<file path="src/rtl/tlc_pkg.sv">
// Shared types and helpers for the N-approach traffic-light controller.
// State encodings and the round-robin next-requester search.
package tlc_pkg;

    typedef enum logic [1:0] {
        GREEN_MIN = 2'd0,
        GREEN_EXT = 2'd1,
        YELLOW    = 2'd2,
        ALL_RED   = 2'd3
    } tlc_state_e;

    // First requester after active_dir (wrapping), never active_dir itself; supports up to 32 approaches.
    function automatic logic [4:0] rr_next(input logic [31:0] sensor,
                                           input logic [4:0]  active_dir,
                                           input logic [5:0]  num_dir);
        logic [4:0] sel;
        logic       found;
        logic [5:0] idx;
        sel   = active_dir;
        found = 1'b0;
        for (int k = 1; k < 32; k++) begin
            idx = {1'b0, active_dir} + 6'(k);
            if (idx >= num_dir) begin
                idx = idx - num_dir;
            end else begin
                idx = idx;
            end
            if (!found && (6'(k) < num_dir) && sensor[idx[4:0]]) begin
                sel   = idx[4:0];
                found = 1'b1;
            end else begin
                sel   = sel;
            end
        end
        return sel;
    endfunction

endpackage

</file>
<file path="src/rtl/tlc_phase_timer.sv">
// Phase timer: counts tick_en strobes up to a per-phase terminal value.
// done fires on the strobe that hits the terminal value; hold freezes the count.
module tlc_phase_timer #(
    parameter int CNT_W = 13
) (
    input  logic             clk,
    input  logic             reset,
    input  logic             tick_en,
    input  logic             hold,
    input  logic             clear,
    input  logic [CNT_W-1:0] term,
    output logic             done
);

    logic [CNT_W-1:0] cnt_r;

    assign done = tick_en && !hold && (cnt_r == term);

    // Counter: a state change or terminal hit restarts the phase at zero.
    always_ff @(posedge clk) begin
        if (reset) begin
            cnt_r <= {CNT_W{1'b0}};
        end else if (clear || done) begin
            cnt_r <= {CNT_W{1'b0}};
        end else if (tick_en && !hold) begin
            cnt_r <= cnt_r + CNT_W'(1);
        end else begin
            cnt_r <= cnt_r;
        end
    end

endmodule

</file>
<file path="src/rtl/tlc_multi_fsm.sv">
// N-approach traffic-light controller: round-robin service, capped green extension, all-red clearance.
// Optional build macro TLC_PREEMPT_EN adds preempt_req/preempt_dir emergency preemption.
module tlc_multi_fsm
    import tlc_pkg::*;
#(
    parameter int NUM_DIR     = 4,
    parameter int CNT_W       = 13,
    parameter int T_MIN_GREEN = 4999,
    parameter int T_EXT       = 999,
    parameter int T_YELLOW    = 999,
    parameter int T_ALL_RED   = 199,
    parameter int MAX_EXT     = 4,
    localparam int DIR_W      = $clog2(NUM_DIR)
) (
    input  logic               clk,
    input  logic               reset,
    input  logic               tick_en,
    input  logic [NUM_DIR-1:0] sensor,
`ifdef TLC_PREEMPT_EN
    input  logic               preempt_req,
    input  logic [DIR_W-1:0]   preempt_dir,
`endif
    output logic [NUM_DIR-1:0] green,
    output logic [NUM_DIR-1:0] yellow,
    output logic [NUM_DIR-1:0] red,
    output logic [DIR_W-1:0]   active_dir,
    output logic               phase_done
);

    localparam int EXT_W = $clog2(MAX_EXT + 1);
    localparam logic [EXT_W-1:0] EXT_LAST = EXT_W'(MAX_EXT - 1);

    tlc_state_e         state_r, state_nxt;
    logic [EXT_W-1:0]   ext_cnt_r, ext_nxt;
    logic [DIR_W-1:0]   active_dir_r, act_nxt;
    logic [DIR_W-1:0]   next_dir_r, nd_nxt;
    logic [DIR_W-1:0]   rr_dir_s;
    logic [NUM_DIR-1:0] onehot_act_s, onehot_nxt_s;
    logic [NUM_DIR-1:0] green_nxt, yellow_nxt, red_nxt;
    logic [CNT_W-1:0]   term_s;
    logic               done_s, hold_s, other_s, own_s;

    assign onehot_act_s = NUM_DIR'(1) << active_dir_r;
    assign other_s      = |(sensor & ~onehot_act_s);
    assign own_s        = sensor[active_dir_r];
    assign rr_dir_s     = DIR_W'(rr_next(32'(sensor), 5'(active_dir_r), 6'(NUM_DIR)));
    assign active_dir   = active_dir_r;
    assign phase_done   = (state_nxt != state_r);

`ifdef TLC_PREEMPT_EN
    assign hold_s = preempt_req && (state_r == GREEN_EXT) && (preempt_dir == active_dir_r);
`else
    assign hold_s = 1'b0;
`endif

    // Terminal count for the phase currently running.
    always_comb begin
        term_s = CNT_W'(T_MIN_GREEN);
        case (state_r)
            GREEN_MIN: term_s = CNT_W'(T_MIN_GREEN);
            GREEN_EXT: term_s = CNT_W'(T_EXT);
            YELLOW:    term_s = CNT_W'(T_YELLOW);
            ALL_RED:   term_s = CNT_W'(T_ALL_RED);
            default:   term_s = CNT_W'(T_MIN_GREEN);
        endcase
    end

    tlc_phase_timer #(.CNT_W(CNT_W)) u_timer (
        .clk     (clk),
        .reset   (reset),
        .tick_en (tick_en),
        .hold    (hold_s),
        .clear   (phase_done),
        .term    (term_s),
        .done    (done_s)
    );

    // Next-state logic: phase sequencing, extension cap and next-direction latch.
    always_comb begin
        state_nxt = state_r;
        ext_nxt   = ext_cnt_r;
        act_nxt   = active_dir_r;
        nd_nxt    = next_dir_r;
        case (state_r)
            GREEN_MIN: begin
                if (done_s) begin
                    state_nxt = GREEN_EXT;
                    ext_nxt   = EXT_W'(0);
                end else begin
                    state_nxt = GREEN_MIN;
                end
            end
            GREEN_EXT: begin
                // Without competing demand the green rests here indefinitely.
                if (done_s && other_s && (!own_s || (ext_cnt_r == EXT_LAST))) begin
                    state_nxt = YELLOW;
                    nd_nxt    = rr_dir_s;
                end else if (done_s && (ext_cnt_r != EXT_LAST)) begin
                    ext_nxt = ext_cnt_r + EXT_W'(1);
                end else begin
                    ext_nxt = ext_cnt_r;
                end
            end
            YELLOW: begin
                if (done_s) begin
                    state_nxt = ALL_RED;
                end else begin
                    state_nxt = YELLOW;
                end
            end
            ALL_RED: begin
                if (done_s) begin
                    state_nxt = GREEN_MIN;
                    act_nxt   = next_dir_r;
                end else begin
                    state_nxt = ALL_RED;
                end
            end
            default: state_nxt = GREEN_MIN;
        endcase
`ifdef TLC_PREEMPT_EN
        if (preempt_req) begin
            if ((state_r == GREEN_MIN) || (state_r == GREEN_EXT)) begin
                if (preempt_dir != active_dir_r) begin
                    state_nxt = YELLOW;
                    nd_nxt    = preempt_dir;
                end else begin
                    state_nxt = GREEN_EXT;
                    ext_nxt   = (state_r == GREEN_MIN) ? EXT_W'(0) : ext_cnt_r;
                end
            end else begin
                nd_nxt = preempt_dir;
                if (state_nxt == GREEN_MIN) begin
                    act_nxt = preempt_dir;
                end else begin
                    act_nxt = active_dir_r;
                end
            end
        end else begin
            nd_nxt = nd_nxt;
        end
`endif
    end

    // Lamp decode from the next state so the lamp registers line up with the state register.
    always_comb begin
        onehot_nxt_s = NUM_DIR'(1) << act_nxt;
        green_nxt    = {NUM_DIR{1'b0}};
        yellow_nxt   = {NUM_DIR{1'b0}};
        red_nxt      = {NUM_DIR{1'b1}};
        case (state_nxt)
            GREEN_MIN, GREEN_EXT: begin
                green_nxt = onehot_nxt_s;
                red_nxt   = ~onehot_nxt_s;
            end
            YELLOW: begin
                yellow_nxt = onehot_nxt_s;
                red_nxt    = ~onehot_nxt_s;
            end
            ALL_RED: red_nxt = {NUM_DIR{1'b1}};
            default: red_nxt = {NUM_DIR{1'b1}};
        endcase
    end

    // State, bookkeeping and lamp registers.
    always_ff @(posedge clk) begin
        if (reset) begin
            state_r      <= GREEN_MIN;
            ext_cnt_r    <= EXT_W'(0);
            active_dir_r <= DIR_W'(0);
            next_dir_r   <= DIR_W'(0);
            green        <= NUM_DIR'(1);
            yellow       <= {NUM_DIR{1'b0}};
            red          <= ~NUM_DIR'(1);
        end else begin
            state_r      <= state_nxt;
            ext_cnt_r    <= ext_nxt;
            active_dir_r <= act_nxt;
            next_dir_r   <= nd_nxt;
            green        <= green_nxt;
            yellow       <= yellow_nxt;
            red          <= red_nxt;
        end
    end

endmodule

</file>
<file path="config.mk">
export PLATFORM = sky130hd
export DESIGN_NAME = tlc_multi_fsm
export DESIGN_NICKNAME = d
export VERILOG_FILES = /design/src/rtl/tlc_pkg.sv /design/src/rtl/tlc_phase_timer.sv /design/src/rtl/tlc_multi_fsm.sv
export SDC_FILE = /design/constraint.sdc
export NUM_CORES = 1
export LEC_CHECK = 0
export CORE_ASPECT_RATIO = 2
export CORE_MARGIN = 5
export CORE_UTILIZATION = 30
export CTS_CLUSTER_SIZE = 28
export DETAILED_ROUTE_END_ITERATION = 7
export GPL_TIMING_DRIVEN = 0
export SETUP_SLACK_MARGIN = 0.15
export SLEW_MARGIN = 10
export SYNTH_ARGS = -nofsm -noshare
export SYNTH_HDL_FRONTEND = slang
export SYNTH_HIERARCHICAL = 1
export SYNTH_SLANG_ARGS = --single-unit
</file>
<file path="constraint.sdc">
create_clock -name clk -period 3.3 [get_ports clk]
set_input_delay 0.66 -clock clk [delete_from_list [all_inputs] [get_ports clk]]
set_output_delay 0.66 -clock clk [all_outputs]
set_load 0.02 [all_outputs]
</file>
* Word-level counts from Yosys, hierarchy flattened
Cells that the tools add are included.
** Storage, ports and cells
- Bits of input ports :: 7
- Register bits :: 34
- Word-level logic and storage cells :: 97
** Cells by class
- Eq/ne operators :: 13
- Add/sub/neg operators :: 8
- Magnitude comparators :: 7
- Mux-type cells :: 30
- Reduce and logical (&&, ||, !) cells :: 23
- Shift-type cells :: 2
- Bitwise gates (word level) :: 5
** Operators with widths (count)
- $pmux W13 S3 :: 1
- $lt A5 B6 Y1 const B :: 3
- $bmux W1 S5 :: 3
- $mux W5 :: 3
- $mux W2 :: 7
- $add A13 B1 Y13 const B :: 1
- $eq A13 B13 Y1 :: 1
- $sub A3 B3 Y4 const B :: 3
- $reduce_or A2 Y1 :: 5
- $ge A3 B3 Y1 const B :: 3
- $mux W1 :: 9
- $mux W3 :: 3
- $eq A2 B2 Y1 const B :: 4
- $not A4 Y4 :: 2
- $pmux W2 S4 :: 1
- $pmux W4 S2 :: 1
- $shl A1 B2 Y4 const A :: 2
- $add A2 B2 Y3 const B :: 2
- $logic_and A1 B1 Y1 :: 6
- $ne A2 B2 Y1 const B :: 3
- $pmux W3 S2 :: 1
- $and A4 B4 Y4 :: 1
- $eq A2 B1 Y1 const B :: 2
- $logic_not A2 Y1 :: 2
- 15 further kinds :: 19

* Longest topological paths before layout
Gate-level depths: netlist of run 1.
- Depth after elaboration :: 13
- Gate-level depth with buffers :: 16
- Mapped depth without buffers :: 13

* By module
The synthesis of run 1 kept the hierarchy.
** By module, submodules not included
- tlc_multi_fsm :: instances 1, area an instance 1366.3 um^2, sequential area each 420.4 um^2, cells an instance 147
- tlc_phase_timer :: instances 1, area an instance 770.7 um^2, sequential area each 260.2 um^2, cells an instance 83

* Worst setup path after synthesis of run 1
OpenSTA, ideal clock, no wires.
- Path kind :: register -> register
- Start point :: register state_r[0]
- End point :: register u_timer.cnt_r[0]
- Period minus slack after synthesis :: 3.839 ns
- Arrival :: 3.761 ns
- Library setup time :: 0.078 ns
- Path slack :: -0.539 ns
- Data required time :: 3.222 ns
- Cell stages (with the launch flop) :: 16
- Buffers on the path :: 3
- Path through :: dfxtp_1 inv_1 ha_1 clkbuf_1 clkinv_1 xnor2_1 nand4_1 nor4_2 buf_2 inv_1 a21o_1 o211ai_1 o2111ai_1 or2_2 clkbuf_1 nor3_1
** On the way
- Word-level cells in the longest chain between the ends :: 12
** Ends and longest elaborated chain
- start, declared :: RTL line tlc_multi_fsm.sv:33 : tlc_state_e state_r, state_nxt;
- start signal, assigned :: RTL line tlc_multi_fsm.sv:176 : state_r <= state_nxt;
- $eq A2 B2 Y1 / $eq A2 B1 Y1 (equally long branches) :: RTL line tlc_multi_fsm.sv:59 : case (state_r)
- $reduce_or A2 Y1 (no line)
- $pmux W13 S3 (*) :: RTL line tlc_multi_fsm.sv:59
- net term_s[12] :: RTL line tlc_multi_fsm.sv:40 : logic [CNT_W-1:0] term_s;
- $eq A13 B13 Y1 (*) :: RTL line tlc_phase_timer.sv:17 : assign done = tick_en && !hold && (cnt_r == term);
- $logic_and A1 B1 Y1 (*) :: RTL line tlc_phase_timer.sv:17
- net done_s :: RTL line tlc_multi_fsm.sv:41 : logic done_s, hold_s, other_s, own_s;
- $logic_and A1 B1 Y1 (2 in a row) :: RTL line tlc_multi_fsm.sv:95 : if (done_s && other_s && (!own_s || (ext_cnt_r == EXT_LAST))) begin
- $mux W2 :: RTL line tlc_multi_fsm.sv:95
- $pmux W2 S4 (*) :: RTL line tlc_multi_fsm.sv:84 : case (state_r)
- $ne A2 B2 Y1 (*) :: RTL line tlc_multi_fsm.sv:48 : assign phase_done = (state_nxt != state_r);
- net phase_done :: RTL line tlc_multi_fsm.sv:27 : output logic phase_done
- $logic_or A1 B1 Y1 (*) :: RTL line tlc_phase_timer.sv:23 : end else if (clear || done) begin
- $reduce_or A2 Y1 (no line) (*)
- end signal, assigned :: RTL line tlc_phase_timer.sv:22 : cnt_r <= {CNT_W{1'b0}};
- end signal, assigned :: RTL line tlc_phase_timer.sv:24 : cnt_r <= {CNT_W{1'b0}};
- end signal, assigned :: RTL line tlc_phase_timer.sv:26 : cnt_r <= cnt_r + CNT_W'(1);
- end, declared :: RTL line tlc_phase_timer.sv:15 : logic [CNT_W-1:0] cnt_r;
The timed path passes the listed nets; every way through them passes the cells marked *. The select of a mux whose other input is x is not followed.
A chain may end at the register's enable or synchronous reset.

* Worst setup path in the final report of run 1
- Start point :: register state_r[1]
- End point :: output port phase_done
** On the way
- Word-level cells in the longest chain between the ends :: 10
** Ends and longest elaborated chain (RTL line)
- $eq A2 B2 Y1 / $eq A2 B1 Y1 (equally long branches) :: tlc_multi_fsm.sv:59
- $reduce_or A2 Y1 (no line)
- $pmux W13 S3 (*) :: tlc_multi_fsm.sv:59
- net term_s[12] :: tlc_multi_fsm.sv:40
- $eq A13 B13 Y1 (*) :: tlc_phase_timer.sv:17
- $logic_and A1 B1 Y1 (*) :: tlc_phase_timer.sv:17
- net done_s :: tlc_multi_fsm.sv:41
- $logic_and A1 B1 Y1 (2 in a row) :: tlc_multi_fsm.sv:95
- $mux W2 :: tlc_multi_fsm.sv:95
- $pmux W2 S4 (*) :: tlc_multi_fsm.sv:84
- $ne A2 B2 Y1 (*) :: tlc_multi_fsm.sv:48
- end, declared :: tlc_multi_fsm.sv:27
Marks and branches as above.

==> summary.md, run 1 <==
| Metric | Value |
|---|---|
| Hold Path Stages | `2` |
| Post-Layout Cell Count | `383` |
| Final TNS setup | `0 ns` |
| CTS Sinks | `34` |
| Peak VDD IR | `0.000151 V` |
| CP endpoint kind | `primary output` |
| Buf/Inv on CP | `4` |
| Ant. Diodes | `0` |
| H-tree levels | `2` |
| Gr usage total | `around an eighth` |
| Worst-path clk slew | `0.05 ns` |
| Initial drt markers | `38` |
| Max-cap violation count | `0` |
| EDFF count, synth | `0` |
| Largest net degree at the start of global routing | `12` |
| Area growth, synth to finish | `43.8%` |
| Die Ht | `between 100 and 150 um` |
| Avg WL per Cell | `roughly 15 um` |
| Num ports | `22` |
| Worst Max-Slew Pin Slew | `0.518 ns` |
| Synthesized area | `2140 um^2` |
| HP Class | `reg2reg` |
| Final Core Density | `44.3%` |
| # port buffers | `21` |
| Switch share | `21.8%` |
| Die area | `9010 um^2` |
| Clk Latency, worst-skew pair | `0.28 ns` |
| Final hold violation count | `0` |
| Leading cell type by number of instances after synthesis | `dfxtp_1` |
| Post-synth top area cell | `dfxtp_1` |
| YS warnings | `6` |
| Synth Flop Type | `dfxtp_1` |
| Cell Int Power | `roughly 0.00071 W` |
| Clk pwr share | `47.8%` |
| Max Clk Rate | `305 MHz` |
| Final Setup Violations | `0` |
| RSZ-0062 raised after global routing | `true` |
| Critical path, cell by cell | `inv_4 -> ha_4 -> buf_6 -> xnor2_2 -> nand4_1 -> nor4_4 -> buf_6 -> o31ai_4 -> nor4_4 -> o211ai_1 -> o2111ai_2 -> buf_6` |
| Slew Limit Fails | `0` |
| Critical path fanouts, max | `5` |
| Worst-case reg-to-reg path depth | `16` |
| Startpoint types | `flop` |
| Initial antenna violation count | `0` |
| Site Rows | `43` |
| ANT nets after route | `0` |
| Cells after Synth | `230` |
| Net Sw Power | `0.000199 W` |
| Syn avg cell area | `9.29 um^2` |
| Synth area leaders | `dfxtp_1 (32%), ha_1 (8.8%), xnor2_1 (6.6%)` |
| Slowest CP cell | `dfxtp_4` |
| Fraction of layout cells with a size suffix above 1 | `29.7%` |
| Fillcell total | `639` |
| Via count | `1907` |
| RD Place Congestion | `0.817` |
| Asr flop ratio synth | `0%` |
| DR pass1 iterations | `4` |
| Combinational power share | `around 7%` |
| Leakage power | `roughly 1.1 nW` |
| Post-route minimum period | `between 3 and 4 ns` |
| CTS root buffer | `clkbuf_16` |
| Post-synthesis sequential area ratio | `31.9%` |
| Dpl hpwl | `around 4000 um` |
| Vias in the first global route | `approximately 1900` |
| Dominant cell type by count on the critical path | `buf_6` |
| Die W | `69.7 um` |
| Post-route cell area | `between 3000 and 4000 um^2` |
| Final period util | `99.4%` |
| CP delay by family, top | `simple AND/OR/NAND/NOR gates` |
| DRC | `0` |
| Fin Clk Skew | `0.00388 ns` |
| Cells after DPL | `350` |
| WP depth | `12` |
| Worst EP required | `2.64 ns` |
| CTS tree | `built` |
| Final WL | `5690 um` |
| Crit Path Class | `reg2out` |
| Num CTS Buffers | `5` |
| Slowest stage delay, CP | `0.38 ns` |
| First-pass GRT wire length | `8970 um` |
| Core Area | `6940 um^2` |
| Worst Path Arrival | `between 2 and 3 ns` |
| Remaining Overflow, GRT | `0` |
| Avg Vias per Cell | `4.98` |
| Maximum root-to-sink buffer count | `2` |
| Synth unique cells | `66` |
| Seq pwr share | `between 40% and 50%` |
| Pwr dens | `297 nW/um^2` |
| Most common library cells after synthesis | `dfxtp_1 (34), nand2_1 (17), nor3_1 (16), xnor2_1 (16), ha_1 (15)` |
| Synth Register Bits | `34` |
| Placed Area | `2530 um^2` |
| Worst slew margin | `65.1%` |
| Nets | `315` |
| Starting Density | `30.8%` |
| Status | `complete, no violations` |
| Hold WS | `0.472 ns` |
| Post-synth top area share | `31.9%` |
tightest hold or removal path, cell delays in order (launching register included):
cell and delay [ns]:
dfxtp_1 0.31, nand2_1 0.05, o21ai_0 0.06
layer usage:
metal	wire (um)	share of wire, %	GRT usage (%)
met5	0	0	0
met4	259	4.6	7.90
met1	1860	33	10.6
met3	108	1.9	1.16
met2	3460	61	27.3
final timing paths:
path | from | end | slack, ns
worst max-delay path | state_r[1]$_SDFF_PP0_ | phase_done | 0.02
worst min-delay path | next_dir_r[1]$_SDFFE_PP0N_ | next_dir_r[1]$_SDFFE_PP0N_ | 0.47
worst max register to register | state_r[1]$_SDFF_PP0_ | u_timer/cnt_r[0]$_SDFFE_PP0P_ | 0.20
worst min register to register | next_dir_r[1]$_SDFFE_PP0N_ | next_dir_r[1]$_SDFFE_PP0N_ | 0.47
sequential cells by signal, indices dropped and copies added (netlist names):
| register | count |
|---|---|
| active_dir | 2 |
| ext_cnt_r | 3 |
| green | 4 |
| next_dir_r | 2 |
| red | 4 |
| state_r | 2 |
| u_timer/cnt_r | 13 |
| yellow | 4 |
area by class of cell:
| type | instances | area (um^2) | share of cell area, % |
|---|---|---|---|
| buffer | 5 | 66.3 | 2.16 |
| clock buffer | 5 | 125 | 4.07 |
| clock inverter | 2 | 10.0 | 0.326 |
| inverter | 11 | 61.3 | 2.00 |
| multi-input combinational | 189 | 1580 | 51.4 |
| sequential | 34 | 688 | 22.4 |
| tap | 90 | 113 | 3.66 |
| timing repair buffer | 47 | 430 | 14.0 |
power groups by stage:
| stage | Sequential, W | Combinational [W] | Clock, W |
|---|---|---|---|
| after detailed placement | 0.000423 | 0.0000494 | 0 |
| after CTS | 0.000413 | 0.0000526 | 0.000446 |
| after global placement | 0.000423 | 0.0000494 | 0 |
| after global routing | 0.000413 | 0.0000688 | 0.000464 |
| final | 0.000413 | 0.0000636 | 0.000436 |
| after floorplan | 0.000423 | 0.0000324 | 0 |
metrics by stage:
| stage | setup WS, ns | power [W] |
|---|---|---|
| after global placement | -1.03 | 0.000473 |
| after floorplan | 0.196 | 0.000455 |
| after CTS | 0.0835 | 0.000911 |
| after detailed placement | -1.05 | 0.000473 |
| final | 0.0203 | 0.000912 |
| after global routing | -0.102 | 0.000946 |
layout by cell type (no fill, tap or decap), types with 7 or more instances in the layout:
cell type / Yosys / final
o21ai_0: 7 / 7
clkdlybuf4s50_1: 0 / 19
dfxtp_1: 34 / 32
ha_1: 15 / 13
nand2_1: 17 / 16
nor2_1: 11 / 11
xnor2_1: 16 / 13
clkbuf_16: 0 / 7
buf_4: 0 / 23
conb_1: 2 / 11
logic make-up (layout without fill, tap and decap cells):
kind of cell | count (synthesis) | count (layout) | share of synthesized area [%]
buffers and inverters | 16 | 70 | 3.22
multiplexers | 9 | 9 | 5.50
AND/OR/NAND/NOR | 88 | 88 | 23.9
adder cells (fa/ha/maj) | 15 | 15 | 8.78
other | 2 | 11 | 0.351
XOR/XNOR | 22 | 22 | 9.02
AO/OA/AOI/OAI | 44 | 44 | 17.4
flip-flops | 34 | 34 | 31.8
what timing repair did:
action,CTS,global route
endpoints found under the hold margin,0,0
resized for setup,31,24
cloned,0,1
buffers inserted,21,4
pin swaps,8,9
endpoints found under the setup margin,16,11
hold buffers,0,0
Note: power is estimated with default switching activity, not from simulation.
==> run 2, diff against run 1 <==
--- a/config.mk
+++ b/config.mk
@@ -11,7 +11,7 @@
 export CTS_CLUSTER_SIZE = 28
 export DETAILED_ROUTE_END_ITERATION = 7
 export GPL_TIMING_DRIVEN = 0
-export SETUP_SLACK_MARGIN = 0.15
+export SETUP_SLACK_MARGIN = 0.5
 export SLEW_MARGIN = 10
 export SYNTH_ARGS = -nofsm -noshare
 export SYNTH_HDL_FRONTEND = slang
==> summary.md, run 2 (same netlist as run 1, synthesis figures left out) <==
| Metric | Value |
|---|---|
| Clk Latency, worst-skew pair | `0.28 ns` |
| Largest reg by FF count | `u_timer/cnt_r` |
| Worst-path clk slew | `roughly 0.060 ns` |
| Multi-input gate area | `1650 um^2` |
| Crit Path Class | `reg2out` |
| Remaining Overflow, GRT | `0` |
| FF-to-FF setup slack | `0.29 ns` |
| Avg WL per Cell | `15.3 um` |
| CTS Sinks | `34` |
| Final Setup Violations | `0` |
| Critical path fanouts, max | `6` |
| Storage cell area | `689 um^2` |
| RSZ-0062 raised after global routing | `true` |
| First-pass GRT wire length | `9550 um` |
| Worst Path Arrival | `2.54 ns` |
| Die W | `69.7 um` |
| Core Area | `6940 um^2` |
| HP Class | `reg2reg` |
| Worst R2R Start | `state_r[1]$_SDFF_PP0_` |
| DR pass1 iterations | `4` |
| Crit path launch | `state_r[1]$_SDFF_PP0_` |
| Worst EP required | `2.64 ns` |
| Hold WS | `0.474 ns` |
| Worst slew margin | `62.0%` |
| Leakage power | `1.21 nW` |
| Ant. Diodes | `0` |
| Dpl hpwl | `4110 um` |
| Most common cell after layout, fill and taps aside | `dfxtp_1` |
| Initial antenna violation count | `0` |
| Final WL | `5910 um` |
| Final Total Pwr | `0.00108 W` |
| Post-Layout Cell Count | `387` |
| Status | `complete, no violations` |
| Final period util | `between 90% and 100%` |
| Hold Path Stages | `2` |
| Area growth, synth to finish | `51.6%` |
| Placed Area | `approximately 2600 um^2` |
| Critical path, cell by cell | `inv_4 -> ha_4 -> xnor2_2 -> nand4_1 -> nor4_4 -> buf_6 -> o31ai_4 -> nor4_4 -> o211ai_1 -> o2111ai_2 -> buf_6` |
| Die area | `9010 um^2` |
| Fraction of layout cells with a size suffix above 1 | `33.0%` |
| Fin Clk Skew | `0.00426 ns` |
| Post-route cell area | `between 3000 and 4000 um^2` |
| Startpoint types | `flop` |
| DRC | `0` |
| Pwr dens | `333 nW/um^2` |
| CP endpoint kind | `primary output` |
| Slew Limit Fails | `0` |
| Peak VDD IR | `0.000392 V` |
| Vias in the first global route | `2032` |
| Initial drt markers | `slightly above 50` |
| FF-to-FF End | `u_timer/cnt_r[0]$_SDFFE_PP0P_` |
| Worst-case reg-to-reg path depth | `15` |
| Nets | `318` |
| Cells after DPL | `350` |
| Site Rows | `43` |
| ANT nets after route | `0` |
| CTS root buffer | `clkbuf_16` |
| Max-cap violation count | `0` |
| Slowest stage delay, CP | `0.36 ns` |
| Avg Vias per Cell | `5.10` |
| # port buffers | `21` |
| Num ports | `22` |
| Largest net degree at the start of global routing | `12` |
| CP endpoint | `phase_done` |
| Final hold violation count | `0` |
| Num CTS Buffers | `5` |
| Worst Max-Slew Pin Slew | `0.571 ns` |
| RD Place Congestion | `about 0.80` |
| Commonest non-fill, non-tap cells in the layout | `dfxtp_1 (31), buf_4 (24), clkdlybuf4s50_1 (19)` |
| Largest register FFs | `13` |
| Final Core Density | `between 40% and 50%` |
| Fillcell total | `629` |
| Post-route minimum period | `3.20 ns` |
| H-tree levels | `2` |
| Via count | `~2000` |
| Starting Density | `30.8%` |
| Gr usage total | `about an eighth` |
| Die Ht | `129 um` |
| Max Clk Rate | `313 MHz` |
| CTS tree | `built` |
| Slowest CP cell | `dfxtp_4` |
| Maximum root-to-sink buffer count | `2` |
run 2: area by class of cell:
cell class | count | area share, %
inverter | 11 | 1.97
multi-input combinational | 189 | 50.9
clock buffer | 7 | 5.06
sequential | 34 | 21.3
tap | 90 | 3.47
clock inverter | 1 | 0.927
buffer | 5 | 2.36
timing repair buffer | 50 | 14.0
run 2: stage by stage:
stage / setup slack [ns] / TNS (ns)
detailed placement: -0.832 / -2.87
floorplan: 0.479 / 0
global placement: -0.839 / -2.72
CTS: 0.0140 / 0
global route: -0.0310 / -0.0310
finish: 0.103 / 0
run 2: repair_timing:
item | in CTS | in global routing
resized for setup | 28 | 22
pin swaps | 16 | 11
endpoints found under the setup margin | 27 | 22
hold buffers | 0 | 0
setup buffers | 21 | 7
gates cloned | 1 | 0
run 2: report_power, final:
part           switching (W)  internal (W)
Clock               0.000178      0.000423
Sequential        0.00000209      0.000411
Combinational      0.0000350     0.0000317
Total               0.000215      0.000865
run 2: worst min path at each step:
stage / startpoint / to / slack, ns
floorplan: next_dir_r[1]$_SDFFE_PP0N_ / next_dir_r[1]$_SDFFE_PP0N_ / 0.44
global route: next_dir_r[1]$_SDFFE_PP0N_ / next_dir_r[1]$_SDFFE_PP0N_ / 0.53
global placement: next_dir_r[1]$_SDFFE_PP0N_ / next_dir_r[1]$_SDFFE_PP0N_ / 0.45
CTS: next_dir_r[1]$_SDFFE_PP0N_ / next_dir_r[1]$_SDFFE_PP0N_ / 0.47
finish: next_dir_r[1]$_SDFFE_PP0N_ / next_dir_r[1]$_SDFFE_PP0N_ / 0.47
detailed placement: next_dir_r[1]$_SDFFE_PP0N_ / next_dir_r[1]$_SDFFE_PP0N_ / 0.46
run 2: worst max-delay path, delay by kind of cell, from the launching register on:
kind,cells,cell delay (ns)
fa+ha+maj,1,0.26
xor+xnor,1,0.09
simple gates,3,0.80
compound gates,3,0.34
flops,1,0.36
buf+inv,3,0.38
run 2: layer usage:
metal  wire length (um)  vias to the layer above  GRT usage, %
met1               2010                      964          11.5
met4                178                        0          7.79
met3                148                       16          2.33
li1                   -                      960             -
met2               3570                       34          27.5
met5                  0                        -             0
